`config.mk`:
```
export PLATFORM = sky130hd
export DESIGN_NAME = box_frame_latch
export DESIGN_NICKNAME = d
export VERILOG_FILES = /design/src/rtl/box_frame_latch.sv
export SDC_FILE = /design/constraint.sdc
export NUM_CORES = 1
export LEC_CHECK = 0
export CORE_ASPECT_RATIO = 1.5
export CORE_MARGIN = 2
export CORE_UTILIZATION = 58
export CTS_CLUSTER_SIZE = 24
export DETAILED_ROUTE_END_ITERATION = 8
export GPL_ROUTABILITY_DRIVEN = 0
export PLACE_DENSITY = 0.82
export SYNTH_ARGS = -nofsm -noshare
export SYNTH_HDL_FRONTEND = slang
export SYNTH_SLANG_ARGS = --single-unit
export TNS_END_PERCENT = 1
```
`constraint.sdc`:
```
create_clock -name sclk -period 4.21 [get_ports sclk]
set_input_delay 0.421 -clock sclk [delete_from_list [all_inputs] [get_ports sclk]]
set_output_delay 0.421 -clock sclk [all_outputs]
set_load 0.01 [all_outputs]
```
`src/rtl/box_frame_latch.sv`:
```
// Converts centre/size detections into clamped corner boxes, keeps the best box of each
// frame and latches it onto frame-stable outputs one cycle after every vsync rising edge.
module box_frame_latch #(
   parameter int         H_ACTIVE    = 1280,
   parameter int         V_ACTIVE    = 720,
   parameter logic [7:0] SCORE_TH    = 8'd128,
   parameter int         HOLD_FRAMES = 2
) (
   input  logic        sclk,
   input  logic        s_rst_n,
   input  logic        vga_vsync_i,
   input  logic        det_valid,
   output logic        det_ready,
   input  logic [10:0] det_cx,
   input  logic [9:0]  det_cy,
   input  logic [10:0] det_w,
   input  logic [9:0]  det_h,
   input  logic [7:0]  det_score,
   output logic [31:0] box_x1,
   output logic [31:0] box_y1,
   output logic [31:0] box_x2,
   output logic [31:0] box_y2,
   output logic        box_valid
);

   typedef enum logic [1:0] {S_IDLE, S_CALC, S_CMP} state_t;

   localparam logic signed [12:0] X_MAX = 13'(H_ACTIVE - 1);
   localparam logic signed [12:0] Y_MAX = 13'(V_ACTIVE - 1);
   localparam logic [3:0]         HOLD_MAX = 4'(HOLD_FRAMES);

   state_t state_q, state_d;
   logic [10:0] cx_q, cx_d, w_q, w_d;
   logic [9:0]  cy_q, cy_d, h_q, h_d;
   logic [7:0]  score_q, score_d;
   logic signed [12:0] x1_q, x1_d, y1_q, y1_d, x2_q, x2_d, y2_q, y2_d;
   logic               cand_valid_q, cand_valid_d;
   logic signed [12:0] cand_x1_q, cand_x1_d, cand_y1_q, cand_y1_d;
   logic signed [12:0] cand_x2_q, cand_x2_d, cand_y2_q, cand_y2_d;
   logic [7:0]         cand_score_q, cand_score_d;
   logic [12:0] box_x1_q, box_x1_d, box_y1_q, box_y1_d;
   logic [12:0] box_x2_q, box_x2_d, box_y2_q, box_y2_d;
   logic        box_valid_q, box_valid_d;
   logic [3:0]  hold_cnt_q, hold_cnt_d;
   logic        vsync_d_q;

   logic signed [12:0] cx_ext, cy_ext, w_ext, h_ext;
   logic signed [12:0] x1_raw, y1_raw, x2_raw, y2_raw;
   logic               vs_edge, box_ok, better;

   assign vs_edge = vga_vsync_i & ~vsync_d_q;

   always_comb begin
      cx_ext = $signed({2'b00, cx_q});
      cy_ext = $signed({3'b000, cy_q});
      w_ext  = $signed({2'b00, w_q});
      h_ext  = $signed({3'b000, h_q});
      x1_raw = cx_ext - (w_ext >>> 1);
      x2_raw = cx_ext + (w_ext >>> 1);
      y1_raw = cy_ext - (h_ext >>> 1);
      y2_raw = cy_ext + (h_ext >>> 1);
   end

   // A box that collapses to zero area after clamping is dropped like a low-score one.
   assign box_ok = (state_q == S_CMP) && (x2_q > x1_q) && (y2_q > y1_q) && (score_q >= SCORE_TH);
   assign better = !cand_valid_q || (score_q > cand_score_q);

   always_comb begin
      state_d = state_q;
      cx_d = cx_q; cy_d = cy_q; w_d = w_q; h_d = h_q; score_d = score_q;
      x1_d = x1_q; y1_d = y1_q; x2_d = x2_q; y2_d = y2_q;
      case (state_q)
         S_IDLE: begin
            if (det_valid) begin
               cx_d = det_cx; cy_d = det_cy; w_d = det_w; h_d = det_h; score_d = det_score;
               state_d = S_CALC;
            end
         end
         S_CALC: begin
            x1_d = (x1_raw < 13'sd0) ? 13'sd0 : x1_raw;
            y1_d = (y1_raw < 13'sd0) ? 13'sd0 : y1_raw;
            x2_d = (x2_raw > X_MAX) ? X_MAX : x2_raw;
            y2_d = (y2_raw > Y_MAX) ? Y_MAX : y2_raw;
            state_d = S_CMP;
         end
         default: state_d = S_IDLE;
      endcase
   end

   always_comb begin
      cand_valid_d = cand_valid_q;
      cand_x1_d = cand_x1_q; cand_y1_d = cand_y1_q;
      cand_x2_d = cand_x2_q; cand_y2_d = cand_y2_q;
      cand_score_d = cand_score_q;
      box_x1_d = box_x1_q; box_y1_d = box_y1_q; box_x2_d = box_x2_q; box_y2_d = box_y2_q;
      box_valid_d = box_valid_q;
      hold_cnt_d = hold_cnt_q;
      // The commit reads the pre-update candidate; a box finishing in the same cycle opens the new frame.
      if (vs_edge) begin
         cand_valid_d = 1'b0;
         if (cand_valid_q) begin
            box_x1_d = cand_x1_q; box_y1_d = cand_y1_q;
            box_x2_d = cand_x2_q; box_y2_d = cand_y2_q;
            box_valid_d = 1'b1;
            hold_cnt_d = 4'd0;
         end else if (hold_cnt_q < HOLD_MAX) begin
            hold_cnt_d = hold_cnt_q + 4'd1;
         end else begin
            box_x1_d = '0; box_y1_d = '0; box_x2_d = '0; box_y2_d = '0;
            box_valid_d = 1'b0;
         end
      end
      if (box_ok && (vs_edge || better)) begin
         cand_valid_d = 1'b1;
         cand_x1_d = x1_q; cand_y1_d = y1_q; cand_x2_d = x2_q; cand_y2_d = y2_q;
         cand_score_d = score_q;
      end
   end

   always_ff @(posedge sclk or negedge s_rst_n) begin
      if (!s_rst_n) begin
         state_q <= S_IDLE;
         cx_q <= '0; cy_q <= '0; w_q <= '0; h_q <= '0; score_q <= '0;
         x1_q <= '0; y1_q <= '0; x2_q <= '0; y2_q <= '0;
         cand_valid_q <= 1'b0;
         cand_x1_q <= '0; cand_y1_q <= '0; cand_x2_q <= '0; cand_y2_q <= '0;
         cand_score_q <= '0;
         box_x1_q <= '0; box_y1_q <= '0; box_x2_q <= '0; box_y2_q <= '0;
         box_valid_q <= 1'b0;
         hold_cnt_q <= '0;
         vsync_d_q <= 1'b0;
      end else begin
         state_q <= state_d;
         cx_q <= cx_d; cy_q <= cy_d; w_q <= w_d; h_q <= h_d; score_q <= score_d;
         x1_q <= x1_d; y1_q <= y1_d; x2_q <= x2_d; y2_q <= y2_d;
         cand_valid_q <= cand_valid_d;
         cand_x1_q <= cand_x1_d; cand_y1_q <= cand_y1_d;
         cand_x2_q <= cand_x2_d; cand_y2_q <= cand_y2_d;
         cand_score_q <= cand_score_d;
         box_x1_q <= box_x1_d; box_y1_q <= box_y1_d; box_x2_q <= box_x2_d; box_y2_q <= box_y2_d;
         box_valid_q <= box_valid_d;
         hold_cnt_q <= hold_cnt_d;
         vsync_d_q <= vga_vsync_i;
      end
   end

   // Gated with reset so every output reads 0 while reset is held.
   assign det_ready = (state_q == S_IDLE) && s_rst_n;
   assign box_x1    = {19'd0, box_x1_q};
   assign box_y1    = {19'd0, box_y1_q};
   assign box_x2    = {19'd0, box_x2_q};
   assign box_y2    = {19'd0, box_y2_q};
   assign box_valid = box_valid_q;

endmodule

```
## Yosys cells after proc, flatten, opt, wreduce, memory -nomap -nowiden

Cells that the tools add are included.

| cells by class | value |
|---|---|
| bitwise operators | 2 |
| equal/unequal tests | 4 |
| muxes and demuxes | 17 |
| reductions and logical operators | 14 |
| add/sub/neg operators | 5 |
| magnitude comparators | 9 |

Operators by type and width:

| kind | number |
|---|---|
| two-way mux 13 bit | 7 |
| > comparator 13 bit | 2 |
| adder 11 x 10 -> 12 bit | 1 |
| > comparator 12 x 11 -> 1 bit, second input constant | 1 |
| < comparator 12 x 1 -> 1 bit, second input constant | 1 |
| two-way mux 12 bit | 1 |
| subtractor 11 x 10 -> 12 bit | 1 |
| adder 10 x 9 -> 11 bit | 1 |
| > comparator 11 x 10 -> 1 bit, second input constant | 1 |
| < comparator 11 x 1 -> 1 bit, second input constant | 1 |
| two-way mux 11 bit | 1 |
| subtractor 10 x 9 -> 11 bit | 1 |
| greater-or-equal comparator 8 bit, second input constant | 1 |
| > comparator 8 bit | 1 |
| two-way mux 4 bit | 2 |
| AND reduction 2 bit | 3 |
| logical AND 1 bit | 5 |
| adder 4 x 1 -> 4 bit, second input constant | 1 |
| < comparator 4 x 2 -> 1 bit, second input constant | 1 |
| two-way mux 1 bit | 4 |
| != test 2 bit, second input constant | 2 |
| one-hot mux 2 bit (2 select lines) | 1 |
| nonzero test 2 bit | 2 |
| equality test 2 x 1 -> 1 bit, second input constant | 1 |
| 7 further kinds | 8 |

| word-level totals | value |
|---|---|
| output and inout port bits | 130 |
| word-level logic and storage cells | 74 |
| register bits after elaboration | 223 |
| input port bits | 54 |

## Depth between registers and ports, before layout

| logic depth | value |
|---|---|
| word-level depth | 6 |
| mapped depth | 11 |
| gate-level depth less buffers | 11 |

## Worst setup path after synthesis

OpenSTA, ideal clock, no wires.

| timing path | value |
|---|---|
| path type | register -> register |
| start point | reg h_q[1] |
| end point | reg y2_q[4] |
| clock period less this slack | 2658 ps |
| library setup time | 121 ps |
| required time | 4089 ps |
| stages on the path, launching flop included | 10 |
| data arrival time | 2537 ps |
| setup slack | 1552 ps |
| path buffers | 0 |
| cell sequence | dfrtp_1 ha_1 fa_1 nor2b_1 or3_1 a221oi_2 o31a_2 mux2i_1 o21ai_2 a22o_1 |

| between the ends | value |
|---|---|
| word-level cells in the longest chain between the ends | 3 |

Ends and longest elaborated chain:

| what | RTL line | RTL |
|---|---|---|
| start: declaration | 34 | `logic [9:0] cy_q, cy_d, h_q, h_d;` |
| start signal: assignment | 123 | `cx_q <= '0; cy_q <= '0; w_q <= '0; h_q <= '0; score_q <= '0;` |
| start signal: assignment | 134 | `cx_q <= cx_d; cy_q <= cy_d; w_q <= w_d; h_q <= h_d; score_q <= score_d;` |
| adder 10 x 9 -> 11 bit (*) | 61 | `y2_raw = cy_ext + (h_ext >>> 1);` |
| > comparator 11 x 10 -> 1 bit | 83 | `y2_d = (y2_raw > Y_MAX) ? Y_MAX : y2_raw;` |
| two-way mux 11 bit (*) | 83 |  |
| end signal: assignment | 124 | `x1_q <= '0; y1_q <= '0; x2_q <= '0; y2_q <= '0;` |
| end signal: assignment | 135 | `x1_q <= x1_d; y1_q <= y1_d; x2_q <= x2_d; y2_q <= y2_d;` |
| end: declaration | 36 | `logic signed [12:0] x1_q, x1_d, y1_q, y1_d, x2_q, x2_d, y2_q, y2_d;` |

Mark *: on every way between the ends. The rest lies on a longest branch, timed or not.
A chain may end at the register's enable or synchronous reset.

## Worst setup path after layout

| timing path | value |
|---|---|
| start point | reg x1_q[4] |
| end point | reg cand_score_q[6] |

| between the ends | value |
|---|---|
| word-level cells in the longest chain between the ends | 5 |

Ends and longest elaborated chain:

| what | RTL line | RTL |
|---|---|---|
| start: declaration | 36 |  |
| start signal: assignment | 124 |  |
| start signal: assignment | 135 |  |
| > comparator 13 bit | 65 | `assign box_ok = (state_q == S_CMP) && (x2_q > x1_q) && (y2_q > y1_q) && (score_q >= SCORE_TH);` |
| logical AND 1 bit (3 in a row) | 65 |  |
| logical AND 1 bit | 113 | `if (box_ok && (vs_edge \|\| better)) begin` |
| end signal: assignment | 139 | `cand_score_q <= cand_score_d;` |
| end: declaration | 40 | `logic [7:0] cand_score_q, cand_score_d;` |

No other way between the ends.

==> key figures <==
Detailed routing
  • Vias/cell: 5.53
  • Post-DRT Antenna Nets: 0
  • Final WL: between 20000 and 25000 µm
  • First-pass DRT Iterations: 5
  • Drt wl/cell: 16.0 µm
  • DRC: 0
  • Drt first-iter violations: 445
  • Via count: just over 7000

STA
  • Rel. slew slack: 0.392
  • Worst-Margin Slew: 902 ps
  • Worst hold margin: -2.72 ps
  • Final setup fails: 0
  • Slew Limit Fails: 0
  • Final Hold Viols: 7
  • Tmin final: 3110 ps
  • Period utilisation layout: 0.738
  • RSZ-0062 raised after global routing: no
  • Setup Skew: about 12 ps
  • Setup TNS: 0 ps
  • Fmax: 322 MHz

GRT
  • First-pass GRT wire length: approximately 34000 µm
  • Met1 Track Usage GR: 0.293
  • Met3 usage: 0.0375
  • GRT Total Usage: 0.219
  • Met2 Use GR: 0.364
  • Pin count of the biggest net entering global routing: 75
  • GR peak layer: met2
  • Number of global-route vias before repair: approximately 6800
  • Gr ovfl total: 0
  • Antenna violations before repair: 0

CTS
  • Postcts setup bufs: 0
  • Post-CTS sizing: 0
  • Total CTS buffers: 17
  • CTS tree: done
  • Clock Path Buffers: 2
  • Hold_buf cts: 0
  • CTS clk-pin slew, worst paths: 70 ps
  • Root Driver: clkbuf_16
  • CTS H-tree depth: 4
  • Clock sink count: 197
  • Worst skew pair latency: around 440 ps

Worst hold path
  • Worst Hold Class: primary input to async pin

Placed design
  • Buffers on Ports: 97
  • Placed wire-length estimate: about 15000 µm
  • Cell Count Post-Placement: approximately 1200

Setup path
  • WP data required: 4530 ps
  • Crit Path Category: flop to flop
  • R2r worst-path depth: 10
  • Arrival @ worst endpoint: between 3000 and 4000 ps
  • Critical Path Sink Type: flop
  • Critical path fanouts, max: 26
  • Crit start category: flop

Synthesis
  • Post-synthesis cell count: 966
  • Yosys warns: 0
  • Synth top area cells: dfrtp_1, ha_1, mux2_4
  • Yosys cell types: 68
  • Most used DFF post-synth: dfrtp_1
  • Sequential share of the synthesized area: 0.459
  • Register bit total from synthesis: just under 200
  • Post-Syn Area: 10700 µm²
  • Area leader, netlist: dfrtp_1
  • Asr flop ratio synth: 1.00
  • Area share of the largest cell type after synthesis: 0.459
  • Post-Syn Area per Cell: 11.1 µm²
  • Post-synth EDFFs: 0

Cells and area
  • Share of cells above drive strength 1: 0.125
  • Fillers: approximately 1300
  • Layout area overhead: 12.4%
  • Fin nets: between 1000 and 1500
  • Reg area: ~5000 µm²
  • Final cell count without fillers: 1275
  • Multi-input gate area: 4990 µm²
  • Most common cell after layout, fill and taps aside: dfrtp_1
  • Commonest non-fill, non-tap cells in the layout: dfrtp_1, clkdlybuf4s50_1, conb_1
  • Ant. Diodes: 0

Die
  • Die Y: around 170 µm
  • Core Rows: 60
  • Die Area: ~20000 µm²
  • Die extent in x: 115 µm
  • Core Footprint: 18000 µm²
  • I/O pins: between 150 and 200
  • Initial core utilization: 0.596

Power
  • Leak pwr: roughly 5.6 nW
  • VDD IR max: about 0.3 mV
  • Cell Pwr Density: between 600 and 700 nW/µm²

Outcome
  • Failing checks: hold timing
  • Status: finished with violations

Job
  • Max Cap Violations: 0
[worst max-delay path, stage by stage, from the launching register on]
cell and delay [ps]:
dfrtp_1 360, inv_1 70, ha_1 310, nand3_1 100
o21bai_1 180, a221oi_2 290, a2111oi_2 110, nor4_2 400
o21a_4 530, buf_4 300, mux2_4 320
[worst paths after layout]
kind                                         to             from  slack (ps)
min in group sclk               cand_score_q[7]  cand_score_q[7]         470
worst min-delay path                    cy_q[2]          s_rst_n          -3
worst max-delay path            cand_score_q[6]          x1_q[4]        1100
worst min register to register  cand_score_q[7]  cand_score_q[7]         470
max in group asynchronous               y1_q[6]          s_rst_n        2850
worst max register to register  cand_score_q[6]          x1_q[4]        1100
[through the flow]
step	setup WS, ps	hold WS (ps)	total power [mW]	cell area [µm²]	utilization
final	1100	-2.72	7.53	12100	0.670
after detailed placement	1120	452	5.94	11500	0.638
after CTS	1100	7.96	7.56	12100	0.670
after global routing	977	30.6	8.09	12100	0.670
after global placement	1120	449	5.81	11500	0.638
after floorplan	1550	125	5.20	11000	-
[kinds of logic (layout without fill, tap and decap cells)]
kind of cell             Yosys count  in the layout  synth area share
flip-flops                       197            197             0.459
buffers and inverters            197            206             0.107
AND/OR/NAND/NOR                  186            186            0.0850
XOR/XNOR                          24             24            0.0196
AO/OA/AOI/OAI                    206            206             0.138
multiplexers                      83             83             0.104
other                              1             84          0.000349
adder cells (fa/ha/maj)           72             72            0.0867
[sequential cells by signal, indices dropped and copies added (netlist names), 11 cells and up]
| signal | flops |
|---|---|
| cand_x2_q | 12 |
| cand_y2_q | 11 |
| box_x2_q | 12 |
| box_x1_q | 11 |
| x2_q | 12 |
| y2_q | 11 |
| cand_x1_q | 11 |
| box_y2_q | 11 |
| x1_q | 11 |
| cx_q | 11 |
[synth_stat cells (8+ instances only)]
library cell,instances
inv_1,68
o21ai_0,40
xor2_1,8
nor2_1,53
nor2b_1,14
xnor2_1,16
nand2b_1,13
a21oi_1,32
nor3_1,8
dfrtp_1,197
a22o_1,47
nand3_1,12
ha_1,68
mux2_2,28
nand2_1,50
o22ai_1,12
clkbuf_1,31
o31ai_1,11
buf_4,85
mux2_4,49
a21o_1,8
[metal layers]
layer,up-vias,wire length [µm],part of all wire
met2,206,10300,0.51
met4,0,328,0.016
met5,-,0,0
li1,3394,-,-
met3,25,825,0.041
met1,3429,8900,0.44
[area by class of cell]
type                    count  share of cell area
multi-input cells         655               0.413
flip-flops and latches    197               0.408
repair buffers            106              0.0874
clock buffers              19              0.0359
well taps                 217              0.0225
inverters                  68              0.0211
clock inverters            13              0.0115
[power by group]
| part | internal, mW | switching (mW) | leakage (nW) |
|---|---|---|---|
| clock network | 0.836 | 0.737 | 0.271 |
| registers | 2.46 | 0.451 | 2.50 |
| logic | 1.48 | 1.57 | 2.85 |
| total | 4.77 | 2.76 | 5.62 |
(Power assumes the default switching activity.)
